**src/rtl/systolic_pq_kv.sv**
```systemverilog
// Systolic key/value priority queue: N cells, each with an input (IB) and
// output (OB) slot; odd/even cells sort on alternating phases.
module systolic_pq_kv #(
   parameter int QUEUE_SIZE = 8,
   parameter int KEY_WIDTH  = 16,
   parameter int VAL_WIDTH  = 16,
   parameter int MIN_FIRST  = 1,
   localparam int CW = $clog2(2 * QUEUE_SIZE + 1)
) (
   input  logic                 CLK,
   input  logic                 RSTn,
   input  logic                 i_flush,
   input  logic                 i_push,
   input  logic                 i_pop,
   input  logic [KEY_WIDTH-1:0] i_key,
   input  logic [VAL_WIDTH-1:0] i_val,
   output logic                 o_top_valid,
   output logic [KEY_WIDTH-1:0] o_top_key,
   output logic [VAL_WIDTH-1:0] o_top_val,
   output logic [CW-1:0]        o_count,
   output logic                 o_full,
   output logic                 o_empty,
   output logic                 o_push_ready,
   output logic                 o_busy,
   output logic                 o_push_drop,
   output logic                 o_pop_drop
);

   localparam int N = QUEUE_SIZE;
   localparam logic [CW-1:0] CAP = CW'(2 * N);

   logic [N-1:0]         ib_v, ob_v, n_ib_v, n_ob_v;
   logic [KEY_WIDTH-1:0] ib_k [N];
   logic [KEY_WIDTH-1:0] ob_k [N];
   logic [KEY_WIDTH-1:0] n_ib_k [N];
   logic [KEY_WIDTH-1:0] n_ob_k [N];
   logic [VAL_WIDTH-1:0] ib_d [N];
   logic [VAL_WIDTH-1:0] ob_d [N];
   logic [VAL_WIDTH-1:0] n_ib_d [N];
   logic [VAL_WIDTH-1:0] n_ob_d [N];

   logic          phase, n_phase;
   logic [CW-1:0] count, n_count;
   logic          push_drop, pop_drop;
   logic          n_push_drop, n_pop_drop;

   logic [N-1:0] r1, r2, r3, act;
   logic do_push, do_pop, top_v;
   logic op_rep, op_ins, op_psh, op_pop, op_acc;

   function automatic logic better(
      input logic                 av,
      input logic [KEY_WIDTH-1:0] ak,
      input logic                 bv,
      input logic [KEY_WIDTH-1:0] bk
   );
      logic r;
      r = 1'b0;
      if (av) begin
         if (!bv)
            r = 1'b1;
         else if (MIN_FIRST != 0)
            r = (ak < bk);
         else
            r = (ak > bk);
      end
      return r;
   endfunction

   // Rule enables are evaluated for every cell regardless of phase
   always_comb begin
      r1 = '0;
      r2 = '0;
      r3 = '0;
      for (int i = 0; i < N; i++)
         r1[i] = better(ib_v[i], ib_k[i], ob_v[i], ob_k[i]);
      for (int i = 0; i < N - 1; i++) begin
         r2[i] = better(ob_v[i+1], ob_k[i+1], ob_v[i], ob_k[i]);
         r3[i] = ib_v[i] && !ib_v[i+1];
      end
   end

   assign o_busy       = |(r1 | r2 | r3);
   assign o_full       = (count == CAP);
   assign o_empty      = (count == '0);
   assign o_push_ready = !ib_v[0] && !o_full;
   assign o_count      = count;
   assign o_push_drop  = push_drop;
   assign o_pop_drop   = pop_drop;
   assign o_top_valid  = ob_v[0];
   assign o_top_key    = ob_v[0] ? ob_k[0] : '0;
   assign o_top_val    = ob_v[0] ? ob_d[0] : '0;

   // Pops are judged on the visible head so o_count always equals
   // the number of valid slots, even mid-sort.
   always_comb begin
      do_push     = i_push && !i_flush;
      do_pop      = i_pop && !i_flush;
      top_v       = ob_v[0];
      op_rep      = do_push && do_pop && top_v;
      op_ins      = do_push && do_pop && !top_v;
      op_psh      = do_push && !do_pop && o_push_ready;
      op_pop      = do_pop && !do_push && top_v;
      n_push_drop = do_push && !do_pop && !o_push_ready;
      n_pop_drop  = do_pop && !top_v;
      op_acc      = op_rep || op_ins || op_psh || op_pop;
   end

   always_comb begin
      act = '0;
      for (int i = 0; i < N; i++)
         act[i] = (1'(i) == phase) && !((i == 0) && op_acc);
   end

   always_comb begin
      n_ib_v  = ib_v;
      n_ob_v  = ob_v;
      n_ib_k  = ib_k;
      n_ob_k  = ob_k;
      n_ib_d  = ib_d;
      n_ob_d  = ob_d;
      n_count = count;
      n_phase = ~phase;
      for (int i = 0; i < N; i++) begin
         if (act[i]) begin
            if (r1[i]) begin
               n_ib_v[i] = ob_v[i];
               n_ib_k[i] = ob_k[i];
               n_ib_d[i] = ob_d[i];
               n_ob_v[i] = ib_v[i];
               n_ob_k[i] = ib_k[i];
               n_ob_d[i] = ib_d[i];
            end else if (r2[i]) begin
               n_ob_v[i]         = ob_v[(i+1)%N];
               n_ob_k[i]         = ob_k[(i+1)%N];
               n_ob_d[i]         = ob_d[(i+1)%N];
               n_ob_v[(i+1)%N]   = ob_v[i];
               n_ob_k[(i+1)%N]   = ob_k[i];
               n_ob_d[(i+1)%N]   = ob_d[i];
            end else if (r3[i]) begin
               n_ib_v[(i+1)%N]   = 1'b1;
               n_ib_k[(i+1)%N]   = ib_k[i];
               n_ib_d[(i+1)%N]   = ib_d[i];
               n_ib_v[i]         = 1'b0;
            end
         end
      end
      if (op_rep || op_ins) begin
         n_ob_v[0] = 1'b1;
         n_ob_k[0] = i_key;
         n_ob_d[0] = i_val;
      end
      if (op_pop)
         n_ob_v[0] = 1'b0;
      if (op_psh) begin
         n_ib_v[0] = 1'b1;
         n_ib_k[0] = i_key;
         n_ib_d[0] = i_val;
      end
      if (op_ins || op_psh)
         n_count = count + CW'(1);
      else if (op_pop)
         n_count = count - CW'(1);
      if (i_flush) begin
         n_ib_v  = '0;
         n_ob_v  = '0;
         n_count = '0;
         n_phase = 1'b0;
      end
   end

   always_ff @(posedge CLK or negedge RSTn) begin
      if (!RSTn) begin
         ib_v      <= '0;
         ob_v      <= '0;
         phase     <= 1'b0;
         count     <= '0;
         push_drop <= 1'b0;
         pop_drop  <= 1'b0;
         for (int i = 0; i < N; i++) begin
            ib_k[i] <= '0;
            ob_k[i] <= '0;
            ib_d[i] <= '0;
            ob_d[i] <= '0;
         end
      end else begin
         ib_v      <= n_ib_v;
         ob_v      <= n_ob_v;
         phase     <= n_phase;
         count     <= n_count;
         push_drop <= n_push_drop;
         pop_drop  <= n_pop_drop;
         for (int i = 0; i < N; i++) begin
            ib_k[i] <= n_ib_k[i];
            ob_k[i] <= n_ob_k[i];
            ib_d[i] <= n_ib_d[i];
            ob_d[i] <= n_ob_d[i];
         end
      end
   end

endmodule
```
**config.mk**
```make
export PLATFORM = sky130hd
export DESIGN_NAME = systolic_pq_kv
export DESIGN_NICKNAME = d
export VERILOG_FILES = /design/src/rtl/systolic_pq_kv.sv
export SDC_FILE = /design/constraint.sdc
export NUM_CORES = 2
export LEC_CHECK = 0
export CAP_MARGIN = 40
export CORE_AREA = 2 2 401 204
export DETAILED_ROUTE_END_ITERATION = 7
export DIE_AREA = 0 0 403 206
export GPL_TIMING_DRIVEN = 0
export PLACE_DENSITY = 0.61
export SYNTH_ARGS = -nofsm -noshare
export SYNTH_HDL_FRONTEND = slang
export SYNTH_SLANG_ARGS = --single-unit
```
**constraint.sdc**
```tcl
create_clock -name CLK -period 3.8 [get_ports CLK]
set_input_delay 0.57 -clock CLK [delete_from_list [all_inputs] [get_ports CLK]]
set_output_delay 0.57 -clock CLK [all_outputs]
set_load 0.005 [all_outputs]
```
==> results.toml <==
[worst_setup_path]
cp_max_fo = 4
crit_arrival_ns = 3.36
r2r_slack_ns = 0.03
worstSetupPathType = "reg -> out"
reg2reg_from = "ob_k[17]"
reg2reg_depth = 11
r2r-end = "ib_k[24]"
required_ns = 3.23
crit_path_end = "o_busy"
cp-end-kind = "output port"
critPathLaunch = "ib_k[24]"
critPathLaunchType = "flip-flop"

[logic_synthesis]
synth_fp_nets = 3582
synthCells = 3316
synth_edf_count = 0
muxShareOfSynthArea = 0.1069
synth_seq_area_share = 0.4250
async_flop_share = 1.000
syn_area_um2 = 31560
synthSimpleGateAreaFrac = 0.1162
synth_top_cell_by_area = "dfrtp_1"
yosysTopAreaCellShare = 0.4250
synthXorXnorAreaFrac = 0.0008325
synth_area_per_cell_um2 = 9.518
synth-adder-area-share = 0.09102
synth_compound_area_frac = 0.2070
synth_seq_cells = 536
ys.flop_type = "dfrtp_1"
synth_area_leaders = "dfrtp_1 (42%), mux2i_1 (10%), ha_1 (9.0%)"
synth_top_family_by_area = "compound AO/OA/AOI/OAI gates"
yosysWarnings = 0
synth.distinct_cells = 83

[timing]
finalSetupViolations = 1
period_minus_slack_ns = 3.930
drv_slew = 0
worst_slew_pin_slew_ns = 1.001
clock.fmax_ghz = 0.2545
relSlewSlack = 0.3324
clock_skew_ns = 0.03105
grt_setup_unrepaired = "true"
hold_violations = 0
layout_setup_ws_ns = -0.1295
period_share = 1.034

[clock_network]
clockBufferDepth = 3
path_clk_slew_ns = 0.07
cts_buffers = 50
clk_latency_ns = 0.63
cts_tree = "done"
cts_root_buf = "clkbuf_16"
numClockSinks = 536
cts-htree-levels = 2

[pwr]
sw_frac_of_total = 0.3890
power_frac_seq = 0.417
leakage_nw = 17.11
vdd_drop_max_v = 0.0003360
p_int_mw = 13.47
power_density_nw_per_um2 = 606.9
clock_power_share = 0.248
p_switching_mw = 8.574
p_comb_frac = 0.335

[layout]
fin_area_um2 = 36320
final_nets = 3761
syn_to_final_growth_pct = 15.07
antenna_cells = 0
drive_gt1_frac = 0.09901
fin_cells = 4599

[detailed_routing]
finalWirelength_um = 108900
drt_iter0_drc = 3310
drc = 0
dr.pass1.iters = 6
post_drt_wl_per_cell_um = 23.69
vias_per_cell = 5.939
vias = 27320
ant_nets = 0

[floorplanning]
die-area_um2 = 83020
coreArea_um2 = 80180
initial_utilization = 0.3936
ios = 81
rows = 74
die_w_um = 403
die_y_um = 206

[placement]
placedCellCount = 4473
dp_hpwl_um = 85630
place_area_um2 = 33930
gp_congestion = 0.9765
port_buffers = 79

[global_routing]
antenna_found_initial = 1
grt_pass1_wl_um = 165900
grt_pass1_vias = 26240
overflow = 0
grtUsageTotal = 0.2604
grt_start_max_net_pins = 120

[outcome]
status = "finished, violations left"
violations = "setup timing"

[worst_hold_path]
hold_class = "in -> async"

[job]
cap_viol_max_count = 0
## metrics by stage
step	hold WS [ns]	total power, mW	worst slack [ns]	TNS (ns)	utilization
CTS	0.4936	21.54	-0.08362	-0.08362	0.4483
floorplan	0.2744	13.23	0.7581	0	-
global placement	0.5000	15.75	-23.12	-	0.4201
detailed placement	0.5056	15.86	-0.6883	-13.62	0.4232
finish	0.4971	22.04	-0.1295	-0.1295	0.4529
global route	0.5279	23.36	-0.1542	-0.1542	0.4529
## kinds of logic after synthesis
| family | after synthesis |
|---|---|
| simple gates | 841 |
| xor+xnor | 3 |
| buf+inv | 392 |
| fa+ha+maj | 229 |
| compound gates | 980 |
| mux | 335 |
| flops | 536 |
## cells in the mapped netlist, drive strengths merged (4+ instances only)
cell type / count
a21oi: 202
nand2b: 49
a221o: 23
nand3: 20
ha: 228
a22o: 19
nor3b: 4
or2: 4
a21o: 30
o21ai: 250
a211o: 4
nand4: 30
nor4: 6
a211oi: 41
dfrtp: 536
a2111oi: 12
nor3: 40
a31oi: 95
mux2: 16
nor2: 211
mux2i: 319
a222oi: 34
o211ai: 12
a221oi: 65
and3: 6
o21a: 14
clkbuf: 129
nand2: 425
o31ai: 5
and2: 20
nor2b: 14
o221a: 31
o22ai: 91
inv: 177
buf: 86
a22oi: 23
## critical path: stages, from the launching register on
cell,delay (ns)
dfrtp_1,0.42
ha_1,0.32
nand4_1,0.16
nor3_4,0.32
or4b_4,0.56
a41oi_4,0.27
nand3_4,0.14
nor4_4,0.16
nand4_1,0.21
buf_2,0.18
## cells in the final DEF, fill, tap and decap left out, types with 43 or more instances in the layout
master           netlist  routed
a221oi_1              65      62
nor2_1               211     207
a21oi_1              202     201
nand2_1              425     424
inv_1                177     174
buf_2                 56      60
o22ai_1               91      90
dfrtp_1              536     505
nand2b_1              49      49
a31oi_1               95      93
clkbuf_1             129     130
ha_1                 228     225
clkbuf_16              0      51
clkdlybuf4s50_1        0      77
o21ai_0              219     209
mux2i_1              319     319
buf_4                  9      43
## power groups by stage
stage	logic, mW	clock network (mW)	registers, mW
finish	7.39	5.46	9.19
global route	8.20	5.73	9.43
CTS	6.88	5.49	9.17
detailed placement	6.57	0	9.28
global placement	6.45	0	9.30
floorplan	4.66	0	8.56
## area by class of cell
type	instances	area [um2]
buffer	214	1035
clock buffer	73	1449
fill	7744	43860
inverter	177	666.9
timing repair buffer	128	1292
multi-input combinational	2388	16850
sequential	536	13450
tap	1064	1331
clock inverter	19	245.2
## layer usage
layer  track usage  vias up  wire (um)
li1              -    12540          -
met1        0.4436    13630      59120
met2        0.2864     1083      35300
met3        0.1098       60      13720
met4       0.02648        0        784
met5             0        -          0
## worst min-delay path by stage
| stage | from | to | slack [ns] | cells past startpoint |
|---|---|---|---|---|
| 2_1_floorplan | RSTn | ib_d[0] | 0.27 | 0 |
| 4_1_cts | RSTn | ib_k[89] | 0.49 | 2 |
| 6_report | RSTn | ob_k[121] | 0.50 | 2 |
| 3_5_place_dp | ib_d[115] | ib_d[115] | 0.51 | 1 |
| 5_1_grt | RSTn | ob_k[120] | 0.53 | 2 |
| 3_3_place_gp | ib_d[118] | ib_d[118] | 0.50 | 1 |
## registers in the layout, indices dropped and copies added, names as in the netlist
register / flops
o_count: 5
ob_k: 128
ob_v: 8
ib_v: 8
phase: 1
o_pop_drop: 1
o_push_drop: 1
ib_d: 128
ib_k: 128
ob_d: 128
## repair_timing
item                                    4_1_cts  5_1_grt
pin swaps                                    10       15
setup buffers                                15       17
gates resized for setup                      61       76
endpoints found under the hold margin        54        0
hold buffers                                  1        0
endpoints found under the setup margin      158      294
(Power assumes the default switching activity.)
